<file path="src/rtl/vm_transaction_controller.sv">
// Vending transaction sequencer: keypad row/col entry, item lookup handshake,
// coin credit with saturation, dispense handshake, change/refund and inactivity timeout.
module vm_transaction_controller #(
  parameter int PRICE_W        = 12,
  parameter int COIN_W         = 8,
  parameter int MAX_ROW        = 6,
  parameter int MAX_COL        = 6,
  parameter int TIMEOUT_CYCLES = 1000,
  parameter int TIMER_W        = 16
) (
  input  logic               clk,
  input  logic               reset_n,
  input  logic               key_valid,
  input  logic [3:0]         key_digit,
  input  logic               key_cancel,
  input  logic               coin_valid,
  input  logic [COIN_W-1:0]  coin_value,
  output logic [3:0]         sel_row,
  output logic [3:0]         sel_col,
  output logic               sel_enter,
  input  logic               sel_valid,
  input  logic [3:0]         sel_dispense_row,
  input  logic [3:0]         sel_dispense_col,
  input  logic [PRICE_W-1:0] sel_price,
  output logic               dispense_req,
  output logic [3:0]         dispense_row,
  output logic [3:0]         dispense_col,
  input  logic               dispense_ack,
  output logic               change_valid,
  output logic [PRICE_W-1:0] change_amount,
  output logic               coin_reject,
  output logic               key_error,
  output logic               sold_out,
  output logic               busy
);

  typedef enum logic [2:0] {
    S_IDLE, S_GET_COL, S_LOOKUP, S_WAIT_SEL, S_PAY, S_DISPENSE, S_CHANGE
  } state_e;

  localparam logic [3:0]         MAX_ROW_L  = 4'(MAX_ROW);
  localparam logic [3:0]         MAX_COL_L  = 4'(MAX_COL);
  localparam logic [TIMER_W-1:0] TIMER_LAST = TIMER_W'(TIMEOUT_CYCLES - 1);

  function automatic logic [PRICE_W-1:0] sat_add(input logic [PRICE_W-1:0] a,
                                                 input logic [COIN_W-1:0]  b);
    logic [PRICE_W:0] sum;
    sum = {1'b0, a} + (PRICE_W+1)'(b);
    sat_add = sum[PRICE_W] ? '1 : sum[PRICE_W-1:0];
  endfunction

  state_e               state_q, state_d;
  logic [3:0]           row_q, row_d, col_q, col_d;
  logic [PRICE_W-1:0]   price_q, price_d, credit_q, credit_d, amount_d;
  logic [TIMER_W-1:0]   timer_q, timer_d;
  logic                 timeout, row_ok, col_ok, sel_hold;

  logic [3:0]           sel_row_q, sel_row_d, sel_col_q, sel_col_d;
  logic [3:0]           disp_row_q, disp_row_d, disp_col_q, disp_col_d;
  logic [PRICE_W-1:0]   change_amount_q, change_amount_d;
  logic                 sel_enter_q, sel_enter_d, disp_req_q, disp_req_d;
  logic                 change_valid_q, change_valid_d, coin_reject_q, coin_reject_d;
  logic                 key_error_q, key_error_d, sold_out_q, sold_out_d, busy_q, busy_d;

  always_comb begin
    state_d     = state_q;
    row_d       = row_q;
    col_d       = col_q;
    price_d     = price_q;
    credit_d    = credit_q;
    amount_d    = '0;
    key_error_d = 1'b0;
    sold_out_d  = 1'b0;
    timeout     = (timer_q == TIMER_LAST);
    row_ok      = (key_digit != 4'd0) && (key_digit <= MAX_ROW_L);
    col_ok      = (key_digit != 4'd0) && (key_digit <= MAX_COL_L);

    case (state_q)
      S_IDLE: begin
        if (key_valid) begin
          if (row_ok) begin
            row_d   = key_digit;
            state_d = S_GET_COL;
          end else begin
            key_error_d = 1'b1;
          end
        end
      end
      S_GET_COL: begin
        if (key_cancel) begin
          state_d = S_IDLE;
        end else if (key_valid) begin
          if (col_ok) begin
            col_d   = key_digit;
            state_d = S_LOOKUP;
          end else begin
            key_error_d = 1'b1;
            state_d     = S_IDLE;
          end
        end else if (timeout) begin
          state_d = S_IDLE;
        end
      end
      S_LOOKUP: state_d = S_WAIT_SEL;
      S_WAIT_SEL: begin
        if (sel_valid && (sel_dispense_row == row_q) && (sel_dispense_col == col_q)) begin
          price_d  = sel_price;
          credit_d = '0;
          state_d  = S_PAY;
        end else begin
          sold_out_d = 1'b1;
          state_d    = S_IDLE;
        end
      end
      S_PAY: begin
        if (coin_valid) credit_d = sat_add(credit_q, coin_value);
        // The dispense decision uses registered credit; a same-cycle coin still lands in credit_d.
        if (credit_q >= price_q) begin
          state_d = S_DISPENSE;
        end else if (key_cancel || timeout) begin
          amount_d = credit_d;
          state_d  = S_CHANGE;
        end
      end
      S_DISPENSE: begin
        if (dispense_ack) begin
          amount_d = credit_q - price_q;
          state_d  = S_CHANGE;
        end
      end
      S_CHANGE: begin
        credit_d = '0;
        state_d  = S_IDLE;
      end
      default: state_d = S_IDLE;
    endcase

    if (key_valid || coin_valid ||
        ((state_d != state_q) && ((state_d == S_GET_COL) || (state_d == S_PAY))))
      timer_d = '0;
    else if (!timeout)
      timer_d = timer_q + 1'b1;
    else
      timer_d = timer_q;

    sel_hold        = (state_d == S_LOOKUP) || (state_d == S_WAIT_SEL);
    sel_enter_d     = (state_d == S_LOOKUP);
    sel_row_d       = sel_hold ? row_d : 4'd0;
    sel_col_d       = sel_hold ? col_d : 4'd0;
    disp_req_d      = (state_d == S_DISPENSE);
    disp_row_d      = disp_req_d ? row_d : 4'd0;
    disp_col_d      = disp_req_d ? col_d : 4'd0;
    change_valid_d  = (state_d == S_CHANGE) && (amount_d != '0);
    change_amount_d = change_valid_d ? amount_d : '0;
    coin_reject_d   = coin_valid && (state_q != S_PAY);
    busy_d          = (state_d != S_IDLE);
  end

  always_ff @(posedge clk or negedge reset_n) begin
    if (!reset_n) begin
      state_q         <= S_IDLE;
      row_q           <= '0;
      col_q           <= '0;
      price_q         <= '0;
      credit_q        <= '0;
      timer_q         <= '0;
      sel_row_q       <= '0;
      sel_col_q       <= '0;
      sel_enter_q     <= 1'b0;
      disp_req_q      <= 1'b0;
      disp_row_q      <= '0;
      disp_col_q      <= '0;
      change_valid_q  <= 1'b0;
      change_amount_q <= '0;
      coin_reject_q   <= 1'b0;
      key_error_q     <= 1'b0;
      sold_out_q      <= 1'b0;
      busy_q          <= 1'b0;
    end else begin
      state_q         <= state_d;
      row_q           <= row_d;
      col_q           <= col_d;
      price_q         <= price_d;
      credit_q        <= credit_d;
      timer_q         <= timer_d;
      sel_row_q       <= sel_row_d;
      sel_col_q       <= sel_col_d;
      sel_enter_q     <= sel_enter_d;
      disp_req_q      <= disp_req_d;
      disp_row_q      <= disp_row_d;
      disp_col_q      <= disp_col_d;
      change_valid_q  <= change_valid_d;
      change_amount_q <= change_amount_d;
      coin_reject_q   <= coin_reject_d;
      key_error_q     <= key_error_d;
      sold_out_q      <= sold_out_d;
      busy_q          <= busy_d;
    end
  end

  assign sel_row       = sel_row_q;
  assign sel_col       = sel_col_q;
  assign sel_enter     = sel_enter_q;
  assign dispense_req  = disp_req_q;
  assign dispense_row  = disp_row_q;
  assign dispense_col  = disp_col_q;
  assign change_valid  = change_valid_q;
  assign change_amount = change_amount_q;
  assign coin_reject   = coin_reject_q;
  assign key_error     = key_error_q;
  assign sold_out      = sold_out_q;
  assign busy          = busy_q;

endmodule

</file>
<file path="config.mk">
export PLATFORM = sky130hd
export DESIGN_NAME = vm_transaction_controller
export DESIGN_NICKNAME = d
export VERILOG_FILES = /design/src/rtl/vm_transaction_controller.sv
export SDC_FILE = /design/constraint.sdc
export NUM_CORES = 1
export LEC_CHECK = 0
export CORE_UTILIZATION = 40
export CTS_CLUSTER_SIZE = 24
export DETAILED_ROUTE_END_ITERATION = 8
export PLACE_DENSITY = 0.73
export SLEW_MARGIN = 25
export SYNTH_ARGS = -nofsm -noshare
export SYNTH_HDL_FRONTEND = slang
export SYNTH_SLANG_ARGS = --single-unit
</file>
<file path="constraint.sdc">
create_clock -name clk -period 2.9 [get_ports clk]
set_clock_uncertainty 0.2 [all_clocks]
set_input_delay 0.29 -clock clk [delete_from_list [all_inputs] [get_ports clk]]
set_output_delay 0.29 -clock clk [all_outputs]
set_load 0.005 [all_outputs]
</file>
==> reports/results.ini <==
[setup_path]
end_kind = flop
critical_path_class = flop to flop
start_kind = flop
critical_path_peak_fanout = 4
required_ns = 2.96
crit_arrival_ns = 2.93

[detailed_routing]
drc = 0
wirelength_um = 12330
routedWlPerCell_um = 15.97
initialDrtViolationCount = 184
dr.pass1.iters = 5
ant_nets = 0
viasPerCell = 5.402
vias = 4170

[floorplanning]
row_count = 39
fp.dieW_um = 110.7
core_sq_mm = 0.01147
pin_count = 74
start_util_pct = 41.24
die_area_sq_mm = 0.01226
dieHeight_um = 110.7

[finish]
finish.utilization_pct = 55.72
drive_gt1_share_pct = 17.65
insertedDiodeCount = 0
nNetsFinal = 686
final_common_cell = dfrtp_1
syn_to_final_growth_pct = 35.11
layout_common_cells = dfrtp_1 (85), clkdlybuf4s50_1 (72), nor2_1 (60)
stdcell_count = 772

[yosys]
synth_edf_count = 0
yosys_warnings = 0
synth_area_sq_mm = 0.004730
synthArstFlopShare_pct = 100.0
synth_ff_type = dfrtp_1
synth_cell_types = 65
synth-seq-cells = 86
ys_seq_area_share_pct = 45.50
syn_inst = 507
syn_nets = 569
avgSynthCellArea_sq_um = 9.328

[grt]
track_usage_pct = 21.24
grt_pass1_wl_um = 20920
grt_max_degree = 87
grt_overflow_total = 0
first_global_vias = 4323
antenna_found_initial = 0

[cts]
clk_transition_reported_paths_ns = 0.06
cts_made_buffers = 9
cts.path.max_buffers = 2
cts_tree = built
clk_latency_ns = 0.34
clock_sinks = 86
clock-root-buffer = clkbuf_16
htree_levels = 3

[sta]
final-setup-viol-count = 0
finalHoldViolCount = 0
max-slew-margin-rel_pct = 37.64
grt_setup_unrepaired = yes
period_share_pct = 99.25
fmax_mhz = 347.4
report.final.slew_viol_count = 0
fin_crit_ns = 2.878
worst_pin_slew_ns = 0.9354

[placement]
io_buffer_count = 73
dp_hpwl_um = 8929
finalWeightedCongestion = 0.8927
placedCellCount = 747

[power]
leakage_nw = 2.939
vdd_drop_max_mv = 0.3680
power_density_mw_per_mm2 = 491.7

[job]
drv_cap = 0

[run_status]
status = finished, final reports clean

[min_path]
hold_path_class = input port to flop

[metrics by stage]
| stage | TNS, ns | setup WS, ns | area, sq um | hold WS, ns | total power [W] |
|---|---|---|---|---|---|
| after global routing | -0.1538 | -0.1082 | 6390 | 0.3188 | 0.003317 |
| after detailed placement | -3.289 | -0.4833 | 5852 | 0.3375 | 0.002000 |
| final | 0 | 0.02184 | 6390 | 0.3092 | 0.003142 |
| after floorplan | 0 | 0.05803 | 4730 | -0.2056 | 0.001731 |
| after global placement | -2.164 | -0.3799 | 5852 | 0.3248 | 0.001981 |
| after CTS | 0 | 0.01787 | 6205 | 0.3055 | 0.003132 |
[worst paths after layout]
check	from	endpoint	slack, ns	cells past startpoint
max	credit_q[0]	change_valid	0.02	11
min	sel_price[5]	price_q[5]	0.31	3
max reg2reg	credit_q[0]	change_valid	0.02	11
min reg2reg	col_q[3]	col_q[3]	0.35	2
max in group asynchronous	reset_n	credit_q[0]	1.57	2
min in group asynchronous	reset_n	timer_q[13]	0.37	2
[cell usage after synthesis (2+ instances only)]
master     number  area share (%)
nor2b_1         3            0.40
o22ai_1         6            0.79
a21o_1          3            0.48
nand3_1        14             1.5
mux2i_1         8             1.7
ha_1           21             5.6
o21ba_2         2            0.42
nor4b_1         5            0.93
buf_6           2            0.48
nand4_1         8             1.1
o21ai_0        37             3.9
a2111o_1        2            0.48
xnor2_1        16             3.0
clkbuf_1       10            0.79
a22oi_1         3            0.48
nor3_1         10             1.1
o2111ai_1       3            0.56
nor4_1          2            0.26
a211oi_1        2            0.32
nor2_1         63             5.0
nand2b_1        5            0.66
nand2_1        56             4.4
o211ai_1        5            0.79
or3_1           6            0.79
or2_2           2            0.26
fa_1            2            0.85
xor2_1         17             3.1
a31oi_1         4            0.53
and3_1          4            0.53
and4b_1         2            0.42
dfrtp_1        86              46
a21oi_1        29             3.1
buf_2           2            0.21
o21a_1          2            0.32
or4_1           2            0.32
inv_1          33             2.6
o31a_1          2            0.37
[what timing repair did]
action / in CTS / in global routing
pin swaps: 1 / 16
gates resized for setup: 8 / 30
cloned: 0 / 0
setup buffers: 1 / 7
endpoints found under the hold margin: 71 / 0
hold buffers: 1 / 0
setup endpoints to repair: 11 / 30
[routing by layer]
layer,vias up,wire length (um),GRT usage [%]
met5,-,0,0
met4,0,229,6.489
met3,21,606,4.866
met2,125,6185,35.73
met1,2021,5305,27.19
li1,2003,-,-
[flip-flops by register name, summed over array words and instances, names as in the netlist]
name and cells:
busy 1, change_amount 12, change_valid 1, coin_reject 1
col_q 4, credit_q 12, dispense_col 4, dispense_req 1
dispense_row 4, key_error 1, price_q 12, row_q 4
sel_col 4, sel_enter 1, sel_row 4, sold_out 1
state_q 3, timer_q 16
[logic make-up (layout without fill, tap and decap cells)]
kind of cell	count (synthesis)	in the layout	share of synthesized area [%]
and+or+nand+nor	193	193	19.95
AOI/OAI and AO/OA	115	115	15.85
DFF	86	86	45.50
buffers and inverters	48	170	4.259
xor gates and xnor gates	33	33	6.111
adders and majority gates	23	23	6.402
muxes	9	9	1.931
[cell type report]
type	instances	area [sq um]
clock buffer	10	239.0
inverter	33	123.9
fill	985	5077
sequential	86	2153
clock inverter	6	51.30
tap	143	178.9
multi-input combinational	373	2532
timing repair buffer	121	1111
[worst max-delay path: stages (launching register included)]
cell and delay [ns]:
dfrtp_2 0.45, ha_4 0.18, fa_2 0.42, a211oi_4 0.32, o21ba_4 0.18, a21oi_2 0.04
nor2b_4 0.15, buf_6 0.12, and4b_2 0.22, o32ai_4 0.32, nor4b_4 0.08, o2111ai_1 0.10
[report_power, final]
group          switching, W  leakage [nW]  internal, W  total [W]
clock              0.000504         0.140     0.000616    0.00112
sequential        0.0000916          1.11      0.00129    0.00138
combinational      0.000322          1.69     0.000315   0.000637
(Power assumes the default switching activity.)
